**config.mk**
```make
export PLATFORM = sky130hd
export DESIGN_NAME = uart_loopback_fifo_flat
export DESIGN_NICKNAME = d
export VERILOG_FILES = /design/src/rtl/uart_loopback_fifo_if.sv /design/src/rtl/uart_loopback_fifo.sv /design/src/flat_wrapper.sv
export SDC_FILE = /design/constraint.sdc
export NUM_CORES = 1
export LEC_CHECK = 0
export BUFFER_PORTS_ARGS = -buffer_cell sky130_fd_sc_hd__buf_2
export CAP_MARGIN = 20
export CORE_MARGIN = 5
export CORE_UTILIZATION = 30
export CTS_CLUSTER_SIZE = 16
export DETAILED_ROUTE_END_ITERATION = 12
export SLEW_MARGIN = 40
export SYNTH_ARGS = -nofsm -noshare
export SYNTH_HDL_FRONTEND = slang
export SYNTH_SLANG_ARGS = --single-unit
```
**constraint.sdc**
```tcl
create_clock -name clk -period 2.8 [get_ports clk]
set_input_delay 0.14 -clock clk [delete_from_list [all_inputs] [get_ports clk]]
set_output_delay 0.14 -clock clk [all_outputs]
set_load 0.05 [all_outputs]
```
**src/rtl/uart_loopback_fifo_if.sv**
```systemverilog
// uart_loopback_fifo_if: serial lines, flow control and debug status of the UART echo engine
interface uart_loopback_fifo_if #(
  parameter int DATA_BITS  = 8,
  parameter int FIFO_DEPTH = 16
);
  logic                          uart_rx;
  logic                          uart_tx;
  logic                          tx_hold;
  logic [DATA_BITS-1:0]          rx_data;
  logic                          rx_valid;
  logic                          frame_err;
  logic                          parity_err;
  logic                          overflow;
  logic [$clog2(FIFO_DEPTH):0]   fifo_level;
  logic                          tx_busy;
  modport slave (
    input  uart_rx, tx_hold,
    output uart_tx, rx_data, rx_valid, frame_err, parity_err, overflow, fifo_level, tx_busy
  );
  modport master (
    output uart_rx, tx_hold,
    input  uart_tx, rx_data, rx_valid, frame_err, parity_err, overflow, fifo_level, tx_busy
  );
endinterface

```
**src/rtl/uart_loopback_fifo.sv**
```systemverilog
// uart_loopback_fifo: UART RX -> FIFO -> UART TX echo; define UART_PARITY_EN to add a parity bit on both sides
module uart_loopback_fifo #(
  parameter int CLK_FREQ   = 50000000,
  parameter int BAUD       = 115200,
  parameter int DATA_BITS  = 8,
  parameter int STOP_BITS  = 1,
  parameter int FIFO_DEPTH = 16,
  parameter int PARITY_ODD = 0
) (
  input logic clk,
  input logic rst,
  uart_loopback_fifo_if.slave bus
);
  localparam int CPB = CLK_FREQ / BAUD;
  localparam int CW  = $clog2(2 * STOP_BITS * CPB);
  localparam int AW  = $clog2(FIFO_DEPTH);
  localparam int LW  = AW + 1;
  localparam logic [CW-1:0] HALF     = CW'(CPB / 2 - 1);
  localparam logic [CW-1:0] FULL     = CW'(CPB - 1);
  localparam logic [CW-1:0] STOP_END = CW'(STOP_BITS * CPB - 1);
  localparam logic [3:0]    LAST     = 4'(DATA_BITS - 1);
  localparam logic [LW-1:0] DEPTH    = LW'(FIFO_DEPTH);
`ifdef UART_PARITY_EN
  typedef enum logic [2:0] {RX_IDLE, RX_START, RX_DATA, RX_PAR, RX_STOP} rx_st_t;
  typedef enum logic [2:0] {TX_IDLE, TX_LOAD, TX_START, TX_DATA, TX_PAR, TX_STOP} tx_st_t;
  localparam rx_st_t RX_NEXT = RX_PAR;
  localparam tx_st_t TX_NEXT = TX_PAR;
`else
  typedef enum logic [2:0] {RX_IDLE, RX_START, RX_DATA, RX_STOP} rx_st_t;
  typedef enum logic [2:0] {TX_IDLE, TX_LOAD, TX_START, TX_DATA, TX_STOP} tx_st_t;
  localparam rx_st_t RX_NEXT = RX_STOP;
  localparam tx_st_t TX_NEXT = TX_STOP;
`endif
  logic                 rx_s1_q, rx_s2_q, rx_s3_q, rxs, rx_fall;
  rx_st_t               rx_st_q, rx_st_d;
  logic [CW-1:0]        rx_cnt_q, rx_cnt_d;
  logic [3:0]           rx_bit_q, rx_bit_d;
  logic [DATA_BITS-1:0] rx_sh_q, rx_sh_d, rx_data_q;
  logic                 rx_pbad_q, rx_pbad_d, rx_tick, rx_stop, rx_good, rx_ferr, rx_perr;
  logic                 rx_valid_q, frame_err_q, parity_err_q;
  tx_st_t               tx_st_q, tx_st_d;
  logic [CW-1:0]        tx_cnt_q, tx_cnt_d;
  logic [3:0]           tx_bit_q, tx_bit_d;
  logic [DATA_BITS-1:0] tx_sh_q, tx_sh_d;
`ifdef UART_PARITY_EN
  logic                 tx_par_q, tx_par_d;
`endif
  logic                 tx_tick, tx_restart, uart_tx, tx_busy;
  logic [DATA_BITS-1:0] mem [FIFO_DEPTH];
  logic [AW-1:0]        wp_q, rp_q;
  logic [LW-1:0]        lvl_q, lvl_d;
  logic                 ovf_q, push, pop;
  assign rxs     = rx_s2_q;
  assign rx_fall = rx_s3_q & ~rx_s2_q;
  assign rx_tick = rx_cnt_q == (rx_st_q == RX_START ? HALF : FULL);
  assign tx_tick = tx_cnt_q == FULL;
  always_ff @(posedge clk or posedge rst)
    if (rst) begin
      {rx_s1_q, rx_s2_q, rx_s3_q} <= 3'b111;
      rx_st_q      <= RX_IDLE;
      rx_cnt_q     <= '0;
      rx_bit_q     <= '0;
      rx_sh_q      <= '0;
      rx_pbad_q    <= 1'b0;
      rx_data_q    <= '0;
      rx_valid_q   <= 1'b0;
      frame_err_q  <= 1'b0;
      parity_err_q <= 1'b0;
      tx_st_q      <= TX_IDLE;
      tx_cnt_q     <= '0;
      tx_bit_q     <= '0;
      tx_sh_q      <= '0;
`ifdef UART_PARITY_EN
      tx_par_q     <= 1'b0;
`endif
      wp_q         <= '0;
      rp_q         <= '0;
      lvl_q        <= '0;
      ovf_q        <= 1'b0;
    end else begin
      {rx_s1_q, rx_s2_q, rx_s3_q} <= {bus.uart_rx, rx_s1_q, rx_s2_q};
      rx_st_q      <= rx_st_d;
      rx_cnt_q     <= rx_cnt_d;
      rx_bit_q     <= rx_bit_d;
      rx_sh_q      <= rx_sh_d;
      rx_pbad_q    <= rx_pbad_d;
      rx_data_q    <= rx_good ? rx_sh_q : rx_data_q;
      rx_valid_q   <= rx_good;
      frame_err_q  <= rx_ferr;
      parity_err_q <= rx_perr;
      tx_st_q      <= tx_st_d;
      tx_cnt_q     <= tx_cnt_d;
      tx_bit_q     <= tx_bit_d;
      tx_sh_q      <= tx_sh_d;
`ifdef UART_PARITY_EN
      tx_par_q     <= tx_par_d;
`endif
      wp_q         <= wp_q + AW'(push);
      rp_q         <= rp_q + AW'(pop);
      lvl_q        <= lvl_d;
      ovf_q        <= ovf_q | (rx_good & ~push);
    end
  always_comb begin
    rx_st_d = rx_st_q;
    case (rx_st_q)
      RX_IDLE:  if (rx_fall) rx_st_d = RX_START;
      RX_START: if (rx_tick) rx_st_d = rxs ? RX_IDLE : RX_DATA;
      RX_DATA:  if (rx_tick && rx_bit_q == LAST) rx_st_d = RX_NEXT;
`ifdef UART_PARITY_EN
      RX_PAR:   if (rx_tick) rx_st_d = RX_STOP;
`endif
      RX_STOP:  if (rx_tick) rx_st_d = RX_IDLE;
      default:  rx_st_d = RX_IDLE;
    endcase
  end
  always_comb begin
    rx_cnt_d = (rx_st_q == RX_IDLE || rx_tick) ? '0 : rx_cnt_q + CW'(1);
    rx_bit_d = rx_st_q != RX_DATA ? '0 : rx_bit_q + 4'(rx_tick);
    rx_sh_d  = (rx_st_q == RX_DATA && rx_tick) ? {rxs, rx_sh_q[DATA_BITS-1:1]} : rx_sh_q;
`ifdef UART_PARITY_EN
    rx_pbad_d = rx_st_q == RX_IDLE ? 1'b0 :
                (rx_st_q == RX_PAR && rx_tick) ? ((^{rxs, rx_sh_q}) != PARITY_ODD[0]) : rx_pbad_q;
`else
    rx_pbad_d = 1'b0;
`endif
    rx_stop = rx_st_q == RX_STOP && rx_tick;
    rx_good = rx_stop && rxs && !rx_pbad_q;
    rx_ferr = rx_stop && !rxs;
    rx_perr = rx_stop && rx_pbad_q;
  end
  always_comb begin
    tx_st_d = tx_st_q;
    case (tx_st_q)
      TX_IDLE:  if (lvl_q != '0 && !bus.tx_hold) tx_st_d = TX_LOAD;
      TX_LOAD:  tx_st_d = TX_START;
      TX_START: if (tx_tick) tx_st_d = TX_DATA;
      TX_DATA:  if (tx_tick && tx_bit_q == LAST) tx_st_d = TX_NEXT;
`ifdef UART_PARITY_EN
      TX_PAR:   if (tx_tick) tx_st_d = TX_STOP;
`endif
      TX_STOP:  if (tx_cnt_q == STOP_END) tx_st_d = TX_IDLE;
      default:  tx_st_d = TX_IDLE;
    endcase
  end
  always_comb begin
    pop        = tx_st_q == TX_LOAD;
    tx_restart = tx_st_d != tx_st_q || (tx_st_q == TX_DATA && tx_tick) || tx_st_q == TX_IDLE;
    tx_cnt_d   = tx_restart ? '0 : tx_cnt_q + CW'(1);
    tx_bit_d   = tx_st_q != TX_DATA ? '0 : tx_bit_q + 4'(tx_tick);
    tx_sh_d    = pop ? mem[rp_q] : (tx_st_q == TX_DATA && tx_tick) ? tx_sh_q >> 1 : tx_sh_q;
`ifdef UART_PARITY_EN
    tx_par_d   = pop ? ((^mem[rp_q]) ^ PARITY_ODD[0]) : tx_par_q;
    uart_tx    = tx_st_q == TX_START ? 1'b0 : tx_st_q == TX_DATA ? tx_sh_q[0] :
                 tx_st_q == TX_PAR ? tx_par_q : 1'b1;
`else
    uart_tx    = tx_st_q == TX_START ? 1'b0 : tx_st_q == TX_DATA ? tx_sh_q[0] : 1'b1;
`endif
    tx_busy    = !(tx_st_q inside {TX_IDLE, TX_LOAD});
    // a pop in the same cycle frees the slot, so a full FIFO still accepts
    push       = rx_good && (lvl_q != DEPTH || pop);
    lvl_d      = lvl_q + LW'(push) - LW'(pop);
  end
  always_ff @(posedge clk)
    if (push) mem[wp_q] <= rx_sh_q;
  assign bus.uart_tx    = uart_tx;
  assign bus.rx_data    = rx_data_q;
  assign bus.rx_valid   = rx_valid_q;
  assign bus.frame_err  = frame_err_q;
  assign bus.parity_err = parity_err_q;
  assign bus.overflow   = ovf_q;
  assign bus.fifo_level = lvl_q;
  assign bus.tx_busy    = tx_busy;
endmodule

```
**src/flat_wrapper.sv**
```systemverilog
// flat-port wrapper written by rule: the top's interface ports become plain ports
module uart_loopback_fifo_flat 
#(
  parameter int CLK_FREQ   = 50000000,
  parameter int BAUD       = 115200,
  parameter int DATA_BITS  = 8,
  parameter int STOP_BITS  = 1,
  parameter int FIFO_DEPTH = 16,
  parameter int PARITY_ODD = 0
)
  (clk, rst, bus_uart_rx, bus_tx_hold, bus_uart_tx, bus_rx_data, bus_rx_valid, bus_frame_err, bus_parity_err, bus_overflow, bus_fifo_level, bus_tx_busy);
  uart_loopback_fifo_if #(.DATA_BITS(DATA_BITS), .FIFO_DEPTH(FIFO_DEPTH)) bus_i ();
  input logic clk;
  input logic rst;
  input wire logic [$bits(bus_i.uart_rx)-1:0] bus_uart_rx;
  input wire logic [$bits(bus_i.tx_hold)-1:0] bus_tx_hold;
  output wire logic [$bits(bus_i.uart_tx)-1:0] bus_uart_tx;
  output wire logic [$bits(bus_i.rx_data)-1:0] bus_rx_data;
  output wire logic [$bits(bus_i.rx_valid)-1:0] bus_rx_valid;
  output wire logic [$bits(bus_i.frame_err)-1:0] bus_frame_err;
  output wire logic [$bits(bus_i.parity_err)-1:0] bus_parity_err;
  output wire logic [$bits(bus_i.overflow)-1:0] bus_overflow;
  output wire logic [$bits(bus_i.fifo_level)-1:0] bus_fifo_level;
  output wire logic [$bits(bus_i.tx_busy)-1:0] bus_tx_busy;
  assign bus_i.uart_rx = bus_uart_rx;
  assign bus_i.tx_hold = bus_tx_hold;
  assign bus_uart_tx = bus_i.uart_tx;
  assign bus_rx_data = bus_i.rx_data;
  assign bus_rx_valid = bus_i.rx_valid;
  assign bus_frame_err = bus_i.frame_err;
  assign bus_parity_err = bus_i.parity_err;
  assign bus_overflow = bus_i.overflow;
  assign bus_fifo_level = bus_i.fifo_level;
  assign bus_tx_busy = bus_i.tx_busy;
  uart_loopback_fifo #(.CLK_FREQ(CLK_FREQ), .BAUD(BAUD), .DATA_BITS(DATA_BITS), .STOP_BITS(STOP_BITS), .FIFO_DEPTH(FIFO_DEPTH), .PARITY_ODD(PARITY_ODD)) u_core (.clk(clk), .rst(rst), .bus(bus_i));
endmodule
```
# Yosys cells after proc, flatten, opt, wreduce, memory -nomap -nowiden
# Memories as Yosys holds them, arrays and structs flattened.
# Index checks and enable logic that the tools add are counted.
# word_totals
register_bits	77
wordCells	95
n_memories	1
ramBits	128
out_inout_bits	19
# classes
n_mux	22
n_reduce_logical	22
eq_ne	19
bitwise	5
add_sub_neg	8
# memory_table
name	depth	word_bits	read_ports	rd_ports_with_merged_regs	wr	line_no	text
u_core.mem	16	8	1	0	1	uart_loopback_fifo.sv:49	logic [DATA_BITS-1:0] mem [FIFO_DEPTH];
# op_table
op	n
$mux W3	8
$add A10 B1 Y10 const B	2
$mux W10	2
$add A4 B1 Y4	4
$mux W8	2
$pmux W3 S5	1
$eq A3 B2 Y1 const B	4
$pmux W3 S4	1
$eq A10 B10 Y1	1
$eq A10 B9 Y1 const B	1
$logic_and A1 B1 Y1	9
$mux W9	1
$eq A4 B3 Y1 const B	2
$mux W4	2
$ne A2 B1 Y1 const B	4
$eq A3 B1 Y1 const B	2
$logic_not A3 Y1	2
$ne A3 B2 Y1 const B	2
$add A5 B1 Y5	1
$ne A5 B5 Y1 const B	1
$reduce_bool A5 Y1	1
$sub A5 B1 Y5	1
$logic_or A1 B1 Y1	4
$mux W1	4
other kinds (9)	14

# Depth between registers and ports, before layout
# Gate-level depths: netlist (run 1).
# depth
depth_word	9
mapped_depth	13
depth_no_buf	12

# Worst setup path after synthesis (run 1)
# OpenSTA, ideal clock, no wires.
# synth_path
path_type	flip-flop to flip-flop
start	register u_core.lvl_q[3], in the netlist u_core.bus.fifo_level[3]
end	register u_core.lvl_q[4], in the netlist u_core.bus.fifo_level[4]
arrival_ns	2.801
required_ns	2.677
setup_slack_ns	-0.124
path_stages_with_launch	14
cell_sequence	dfrtp_1 inv_1 ha_1 nor3b_1 nand3_1 o2111ai_1 clkbuf_1 nor2_1 ha_1 fa_1 a21oi_1 nor2_1 nor2_1 xnor2_1
# synth_between
elab_chain_len	5
# synth_lines
item	line_no	text
start, declared	uart_loopback_fifo.sv:51	logic [LW-1:0] lvl_q, lvl_d;
start signal, assigned	uart_loopback_fifo.sv:100	lvl_q <= lvl_d;
$ne A5 B5 Y1	uart_loopback_fifo.sv:160	push = rx_good && (lvl_q != DEPTH || pop);
$logic_or A1 B1 Y1	uart_loopback_fifo.sv:160	
$logic_and A1 B1 Y1	uart_loopback_fifo.sv:160	
$add A5 B1 Y5 *	uart_loopback_fifo.sv:161	lvl_d = lvl_q + LW'(push) - LW'(pop);
$sub A5 B1 Y5 *	uart_loopback_fifo.sv:161	
via u_core.lvl_d[4]	uart_loopback_fifo.sv:51	
# Mark *: on every way through the listed nets, which the timed path passes. The rest lies on a longest branch.
# A chain may end at the register's enable or synchronous reset.

# Worst setup path in the final report (run 1)
# layout_path
start	register u_core.lvl_q[2], in the netlist u_core.bus.fifo_level[2]
end	register u_core.lvl_q[4], in the netlist u_core.bus.fifo_level[4]
# The elaborated chain is that of the path after synthesis.

==> impl_metrics.ini, run 1 <==
[outcome]
status = complete, no violations

[cells_and_area]
layout_common_cells = 128 x edfxtp_1, 70 x dfrtp_1, 39 x nor3_1
diodes = 0
fin_nets = 611
final_common_cell = edfxtp_1
final_core_util_pct = 35.89
n_fill_cell = 2649
syn_to_final_growth_pct = 17.85
stdcell_count = 983
final_layout_size_suffix_gt1_share_pct = 25.29
fin_area_mm2 = 0.009970

[route]
drt_first_pass_iters = 4
wl_um = 16720
avgViaCountPerCell = 4.785
routedWlPerCell_um = 17.01
ant_nets = 0
vias = 4704
first_iter_violations = 297
drcViolationCount = 0

[synthesis]
syn_area_mm2 = 0.008459
synth_top_cell_by_area = edfxtp_1
synth_area_per_cell_um2 = 16.08
syn_inst = 526
async_flop_share_pct = 37.25
yosysUniqueCellTypes = 54
synth_nets = 548
synth_warnings = 0
synth_edf_count = 128
ys.flop_type = edfxtp_1
synth-seq-cells = 204
yosys-top-cells-area = edfxtp_1 45%, dfrtp_1 22%, mux4_2 8.8%
netlist.area_leader.share_pct = 45.44
yosysSeqAreaShare_pct = 67.96

[setup_path]
path_class = reg -> reg
r2r_end = u_core.bus.fifo_level[4]$_DFF_PP0_
crit_fanout = 3
critPathLaunchType = flop
r2r_slack_ns = 0.32
worst_r2r_path_depth = 12
rr_startpoint = u_core.bus.fifo_level[2]$_DFF_PP0_
crit_required_ns = 3.22
endpoint_kind = flop
crit_arrival_ns = 2.90

[die]
fp.dieH_um = 177.9
core-area_mm2 = 0.02778
row_count = 61
die_w_um = 177.9
initial_core_util_pct = 30.45
num_io_pins = 23
die_area_mm2 = 0.03166

[sta]
grt_setup_unrepaired = no
slew_viol_final = 0
fin_hold_ws_ns = 0.1945
setup_tns_ns = 0
fmax_mhz = 403.1
final-setup-viol-count = 0
hold_violations = 0
finalCritPeriodShare_pct = 88.60
post-route-min-period_ns = 2.481
worstMarginPinSlew_ns = 0.7678
slew_headroom_pct = 48.81
setup_ws_ns = 0.3191
skew_ns = 0.009075

[grt]
grt-ovfl-total = 0
grt_use_total_pct = 10.82
antenna_found_initial = 0
grt_pass1_wl_um = 27170
grt_max_degree = 77
grt_pass1_vias = 4858

[power]
irDropWorstVdd_v = 0.0003704
powerDensity_mw_per_mm2 = 630.1
finalPower_mw = 6.282
p_leak_nw = 3.570

[placed_design]
gp_congestion = 0.7965
place.port_buffers = 21
dp.cells = 940
post-dp-hpwl_um = 10950
dpl_worst_slack_ns = 0.2858
postPlaceCellArea_mm2 = 0.009229

[min_path]
hold_path.class = in -> reg
worstHoldStart = bus_tx_hold
hold_end = u_core.tx_st_q[0]$_DFF_PP0_
hold_depth = 5

[clock_network]
insertion_delay_ns = 0.49
cts_made_buffers = 23
path_clk_slew_ns = 0.06
cts_sinks = 204
postCtsSetupBuffers = 0
cts.path.max_buffers = 3
clockRootBuffer = clkbuf_16
post_cts_resized = 0
cts_tree = yes
cts-htree-levels = 1

[job]
drv_cap = 0
## synth_stat cells (all sizes together), types with 4 or more instances
master and number:
a21oi 4, edfxtp 128, nor3 39, xnor2 18
dfrtp 73, mux4 33, nor3b 4, clkbuf 13
buf 6, nand4 10, xor2 10, a22o 14
and3 5, mux2 17, ha 17, nand3 22
o21ai 15, nand2 17, nand3b 5, inv 12
nor2 17
## how the worst max path moves through the flow
stage	start	end	depth (start not counted)
after floorplan	u_core.bus.fifo_level[2]$_DFF_PP0_	u_core.bus.fifo_level[4]$_DFF_PP0_	13
after global placement	u_core.bus.fifo_level[3]$_DFF_PP0_	u_core.bus.fifo_level[4]$_DFF_PP0_	12
after detailed placement	u_core.bus.fifo_level[3]$_DFF_PP0_	u_core.bus.fifo_level[4]$_DFF_PP0_	12
after CTS	u_core.bus.fifo_level[2]$_DFF_PP0_	u_core.bus.fifo_level[4]$_DFF_PP0_	12
after global routing	u_core.rx_cnt_q[0]$_DFF_PP0_	u_core.mem[1][1]$_DFFE_PP_	6
final	u_core.bus.fifo_level[2]$_DFF_PP0_	u_core.bus.fifo_level[4]$_DFF_PP0_	12
## report_power, final
part	internal, mW	leakage, nW	switching (mW)
registers	3.23	1.98	0.0763
clock network	1.68	0.345	1.13
logic	0.0747	1.25	0.0906
## registers in the layout, indices dropped and copies added, names as in the netlist, 2 cells and up
| signal | cells |
|---|---|
| u_core.mem | 128 |
| u_core.tx_bit_q | 4 |
| u_core.bus.fifo_level | 5 |
| u_core.tx_st_q | 3 |
| u_core.tx_cnt_q | 10 |
| u_core.rp_q | 4 |
| u_core.tx_sh_q | 8 |
| u_core.rx_cnt_q | 10 |
| u_core.wp_q | 4 |
| u_core.rx_sh_q | 8 |
| u_core.rx_st_q | 2 |
| u_core.bus.rx_data | 8 |
| u_core.rx_bit_q | 4 |
## layout make-up
cell class / instances / area (um^2) / area share [%]
sequential: 204 / 5753 / 57.71
multi-input combinational: 290 / 2577 / 25.85
clock buffer: 29 / 629.4 / 6.313
tap: 378 / 473.0 / 4.744
timing repair buffer: 57 / 396.6 / 3.978
clock inverter: 12 / 91.34 / 0.9162
inverter: 13 / 48.80 / 0.4895
## metal layers
| metal | wire length (um) | global-route usage (%) |
|---|---|---|
| met5 | 0 | 0 |
| met4 | 260 | 2.643 |
| met3 | 814 | 1.683 |
| met2 | 8081 | 17.81 |
| met1 | 7561 | 15.10 |
## critical path, cell delays in order, from the launching register on
cell and delay (ns):
dfrtp_2 0.41, inv_1 0.08, ha_1 0.15, nor3b_1 0.26, nand3_1 0.14, o2111ai_1 0.17
nor2_1 0.11, ha_1 0.22, fa_1 0.41, a21oi_1 0.16, nor2_1 0.05, nor2_1 0.11
xnor2_1 0.13
## repair_timing
action / in CTS / in global routing
hold buffers: 2 / 0
endpoints found under the hold margin: 74 / 0
endpoints found under the setup margin: 0 / 0
## logic make-up after synthesis
logic type,Yosys count,synth area share (%)
other,1,0.04433
and+or+nand+nor,144,9.318
AOI/OAI and AO/OA,49,4.408
adders and majority gates,18,2.751
xor gates and xnor gates,28,2.899
DFF,204,67.96
buffers and inverters,32,1.568
muxes,50,11.05
No activity file was read; power rests on OpenSTA's default activity.
==> inputs of run 2 (changes only) <==
Settings changed: CORE_UTILIZATION 30 to 40, PLACE_DENSITY from default to 0.56, SLEW_MARGIN 40 to default.
==> run 2 against run 1 <==
Compared with the run above: power up 2.9%; combinational power is essentially flat; wire length grew 0.78%; die area shrank 24%; clock skew up 0.0088 ns; critical path type unchanged; non-clock buffer count is 3 lower; clock power up 6%; highest routed layer unchanged; largest cell class unchanged.
==> impl_metrics.ini, run 2 (same netlist as run 1, synthesis figures left out) <==
[grt]
antenna_found_initial = 0
grt-ovfl-total = 0
grt_pass1_wl_um = 27270
grt_pass1_vias = 4885
grt_max_degree = 77
grt_use_total_pct = 14.23

[die]
die_area_mm2 = 0.02416
num_io_pins = 23
core-area_mm2 = 0.02096
die_w_um = 155.4
initial_core_util_pct = 40.37
row_count = 53
fp.dieH_um = 155.4

[setup_path]
crit_fanout = 3
r2r_end = u_core.bus.fifo_level[4]$_DFF_PP0_
endpoint_kind = flop
rr_startpoint = u_core.bus.fifo_level[2]$_DFF_PP0_
worst_r2r_path_depth = 12
r2r_slack_ns = 0.33
crit_arrival_ns = 2.89
startpoint = u_core.bus.fifo_level[2]$_DFF_PP0_
critPathLaunchType = flop
crit_required_ns = 3.22
path_class = reg -> reg

[clock_network]
path_clk_slew_ns = 0.06
cts.path.max_buffers = 3
cts_made_buffers = 22
clockRootBuffer = clkbuf_16
hold_buffers = 2
postCtsSetupBuffers = 0
cts_tree = yes
cts_sinks = 204
insertion_delay_ns = 0.50
cts-htree-levels = 1
post_cts_resized = 0

[cells_and_area]
largest_reg_flops = 128
largestRegisters = u_core.mem (128), u_core.rx_cnt_q (10), u_core.tx_cnt_q (10)
diodes = 0
syn_to_final_growth_pct = 16.62
final_layout_size_suffix_gt1_share_pct = 24.87
top_register = u_core.mem
layout_common_cells = 128 x edfxtp_1, 70 x dfrtp_1, 39 x nor3_1
fin_nets = 607
final_common_cell = edfxtp_1

[sta]
slew_viol_final = 0
grt_setup_unrepaired = no
fmax_mhz = 405.0
post-route-min-period_ns = 2.469
slew_headroom_pct = 49.31
worstMarginPinSlew_ns = 0.7603
hold_violations = 0
skew_ns = 0.01783
final-setup-viol-count = 0
finalCritPeriodShare_pct = 88.19
setup_tns_ns = 0

[min_path]
worstHoldStart = bus_tx_hold
hold_depth = 5
hold_path.class = in -> reg
hold_end = u_core.tx_st_q[0]$_DFF_PP0_

[route]
topRoutingLayerUsed = met4
wl_met1_um = 7898
drcViolationCount = 0
ant_nets = 0
routedWlPerCell_um = 19.28
avgViaCountPerCell = 5.391
met2_length_um = 7853
wl_um = 16850
first_iter_violations = 353
wl_met3_um = 729
drt_first_pass_iters = 5
vias = 4712

[placed_design]
post-dp-hpwl_um = 10770
place.port_buffers = 21
gp_congestion = 0.7992

[outcome]
status = complete, no violations

[power]
irDropWorstVdd_v = 0.0003741
finalPower_mw = 6.465
p_leak_nw = 3.574
powerDensity_mw_per_mm2 = 655.3

[job]
drv_cap = 0
==> run 2: cell count changes in the layout (fill, tap and decap cells not counted) <==
cell        change
clkinv_1        -4
buf_4           -3
bufinv_16       +3
clkbuf_1        +2
buf_16          +1
buf_6           -1
clkbuf_16       -1
clkbuf_8        -1
clkinv_2        -1
clkinv_4        +1
clkinvlp_4      -1
inv_6           -1
==> run 2: worst max-delay path: stages, from the launching register on <==
cell and delay (ns):
dfrtp_2 0.42, inv_1 0.08, ha_1 0.16, nor3b_1 0.28, nand3_1 0.15, o2111ai_1 0.14, nor2_1 0.10, ha_1 0.21
fa_1 0.41, a21oi_1 0.17, nor2_1 0.05, nor2_1 0.11, xnor2_1 0.13
==> run 2: power by group <==
part	total, mW	internal [mW]	switching (mW)
Sequential	3.31	3.23	0.0798
Combinational	0.167	0.0786	0.0887
Clock	2.99	1.87	1.12
==> run 2: worst max path at each step <==
stage,endpoint,cells past startpoint
after floorplan,u_core.bus.fifo_level[4]$_DFF_PP0_,13
after global placement,u_core.bus.fifo_level[4]$_DFF_PP0_,12
after detailed placement,u_core.bus.fifo_level[4]$_DFF_PP0_,12
after CTS,u_core.bus.fifo_level[4]$_DFF_PP0_,12
after global routing,u_core.bus.fifo_level[4]$_DFF_PP0_,12
final,u_core.bus.fifo_level[4]$_DFF_PP0_,12
==> run 2: routing by layer <==
layer	global-route usage [%]	vias to the layer above
met2	22.58	111
met3	2.058	28
met5	0	-
met4	3.918	0
met1	20.68	2401
li1	-	2172
==> run 2: cell type report <==
cell class | count | area [um^2]
Tap cell | 275 | 344.1
Fill cell | 1839 | 11090
Inverter | 13 | 48.80
Clock buffer | 29 | 598.1
Sequential cell | 204 | 5753
Timing Repair Buffer | 54 | 390.4
Multi-Input combinational cell | 290 | 2577
Clock inverter | 9 | 153.9
==> run 2: through the flow <==
step / instances / utilization (%) / cell area, um^2 / hold slack [ns] / worst slack [ns]
floorplan: 526 / - / 8463 / 0.1445 / 0.04771
global placement: 833 / 43.26 / 9066 / 0.2476 / 0.4359
detailed placement: 833 / 43.26 / 9066 / 0.2489 / 0.3502
CTS: 873 / 46.95 / 9838 / 0.1355 / 0.3265
global route: 874 / 47.08 / 9866 / 0.2022 / 0.1133
finish: 874 / 47.08 / 9866 / 0.1611 / 0.3308
==> inputs of run 3 (changes only) <==
Settings changed: CORE_ASPECT_RATIO from default to 1.5.
==> run 3 against run 2 <==
Compared with the run above: register-to-register slack worse by 0.04 ns; utilization shrank 0.51 points; non-clock buffer count unchanged; worst hold slack better by 0.047 ns; clock power shrank 8.7%; setup slack got worse by 0.038 ns; wire length is 0.98% lower; global-route usage increased by 0.17 points; power shrank 4.0%; sequential power about the same; critical path type unchanged; critical endpoint is now u_core.mem[2][2]$_DFFE_PP_.
==> impl_metrics.ini, run 3 (same netlist as run 1, synthesis figures left out) <==
[sta]
post-route-min-period_ns = 2.507
skew_ns = 0.006343
grt_setup_unrepaired = no
setup_ws_ns = 0.2927
hold_violations = 0
worstMarginPinSlew_ns = 0.6942
setup_tns_ns = 0
final-setup-viol-count = 0
slew_headroom_pct = 52.53
finalCritPeriodShare_pct = 89.55
fmax_mhz = 398.8
slew_viol_final = 0

[cells_and_area]
syn_to_final_growth_pct = 15.50
final_common_cell = edfxtp_1
stdcell_count = 866
regArea_mm2 = 0.005753
final_layout_size_suffix_gt1_share_pct = 24.58
multi_input_area_mm2 = 0.002577
n_fill_cell = 1862
diodes = 0
layout_common_cells = 128 x edfxtp_1, 70 x dfrtp_1, 39 x nor3_1
largest_reg_flops = 128
fin_nets = 606
top_register = u_core.mem
largestRegisters = u_core.mem (128), u_core.rx_cnt_q (10), u_core.tx_cnt_q (10)

[route]
routedWlPerCell_um = 19.26
drt_first_pass_iters = 4
wl_um = 16680
avgViaCountPerCell = 5.380
drcViolationCount = 0
vias = 4659
ant_nets = 0
first_iter_violations = 340

[power]
p_leak_nw = 3.546
p_switching_mw = 1.252
comb_power_share_pct = 2.8
p_clk_share_pct = 44.0
finalPower_mw = 6.208
swShare_pct = 20.17
sequentialPowerShare_pct = 53.2
irDropWorstVdd_v = 0.0003551
powerDensity_mw_per_mm2 = 635.3
p_int_mw = 4.956

[grt]
grt_pass1_vias = 5021
grt_max_degree = 42
grt_use_total_pct = 14.39
antenna_found_initial = 0
grt_pass1_wl_um = 27550
grt-ovfl-total = 0

[die]
die_area_mm2 = 0.02422
num_io_pins = 23
fp.dieH_um = 188.1
core-area_mm2 = 0.02098
row_count = 65
die_w_um = 128.7
initial_core_util_pct = 40.32

[clock_network]
insertion_delay_ns = 0.48
cts_made_buffers = 21
hold_buffers = 2
postCtsSetupBuffers = 0
cts-htree-levels = 1
clockRootBuffer = clkbuf_16
path_clk_slew_ns = 0.06
cts_sinks = 204
cts.path.max_buffers = 3
post_cts_resized = 0
cts_tree = yes

[setup_path]
critPathCapture = u_core.mem[2][2]$_DFFE_PP_
crit_arrival_ns = 2.70
worst_r2r_path_depth = 6
critPathLaunchType = flop
endpoint_kind = flop
crit_fanout = 16
startpoint = u_core.rx_cnt_q[0]$_DFF_PP0_
rr_startpoint = u_core.rx_cnt_q[0]$_DFF_PP0_
path_class = reg -> reg
crit_required_ns = 3.00
r2r_slack_ns = 0.29
r2r_end = u_core.mem[2][2]$_DFFE_PP_

[placed_design]
gp_congestion = 0.7756
dpl_worst_slack_ns = 0.3268
dp.cells = 827
place.port_buffers = 21
post-dp-hpwl_um = 11300

[min_path]
hold_path.class = in -> reg

[outcome]
status = complete, no violations

[job]
drv_cap = 0
## run 3: critical path, stage by stage, from the launching register on
cell,delay [ns]
dfrtp_1,0.45
nor4b_1,0.44
and4b_1,0.31
o2111ai_1,0.16
buf_4,0.24
nor3_1,0.39
buf_4,0.23
## run 3: metal layers
layer	global-route usage, %	vias to the layer above	part of all wire [%]
met5	0	-	0
met4	4.568	0	2.7
met3	2.479	25	3.6
met2	25.56	79	53
met1	17.63	2397	41
li1	-	2158	-
## run 3: worst min-delay path by stage
stage	start	to	slack (ns)	depth (start not counted)
after detailed placement	rst	u_core.bus.fifo_level[2]$_DFF_PP0_	0.24	2
after floorplan	bus_uart_rx	u_core.rx_s1_q$_DFF_PP1_	0.14	0
after CTS	bus_tx_hold	u_core.tx_st_q[0]$_DFF_PP0_	0.19	5
after global placement	rst	u_core.bus.fifo_level[4]$_DFF_PP0_	0.24	2
final	bus_tx_hold	u_core.tx_st_q[0]$_DFF_PP0_	0.21	5
after global routing	bus_tx_hold	u_core.tx_st_q[0]$_DFF_PP0_	0.23	5
## run 3: through the flow
stage / hold WS (ns) / cell area, um^2 / util [%]
global placement: 0.2423 / 9079 / 43.27
CTS: 0.1879 / 9771 / 46.57
detailed placement: 0.2431 / 9079 / 43.27
finish: 0.2081 / 9771 / 46.57
floorplan: 0.1445 / 8463 / -
global route: 0.2293 / 9771 / 46.57
## run 3: final cells by class
class / count / area share, %
tap: 268 / 3.432
clock inverter: 12 / 1.345
clock buffer: 25 / 5.532
timing repair buffer: 54 / 3.919
inverter: 13 / 0.5122
sequential: 204 / 58.88
multi-input combinational: 290 / 26.38
## run 3: power by group through the flow
stage	Clock, mW	Sequential [mW]	Combinational, mW
floorplan	0	3.34	0.137
global placement	0	3.36	0.162
detailed placement	0	3.36	0.171
CTS	2.80	3.30	0.175
global route	2.95	3.32	0.196
finish	2.73	3.31	0.171
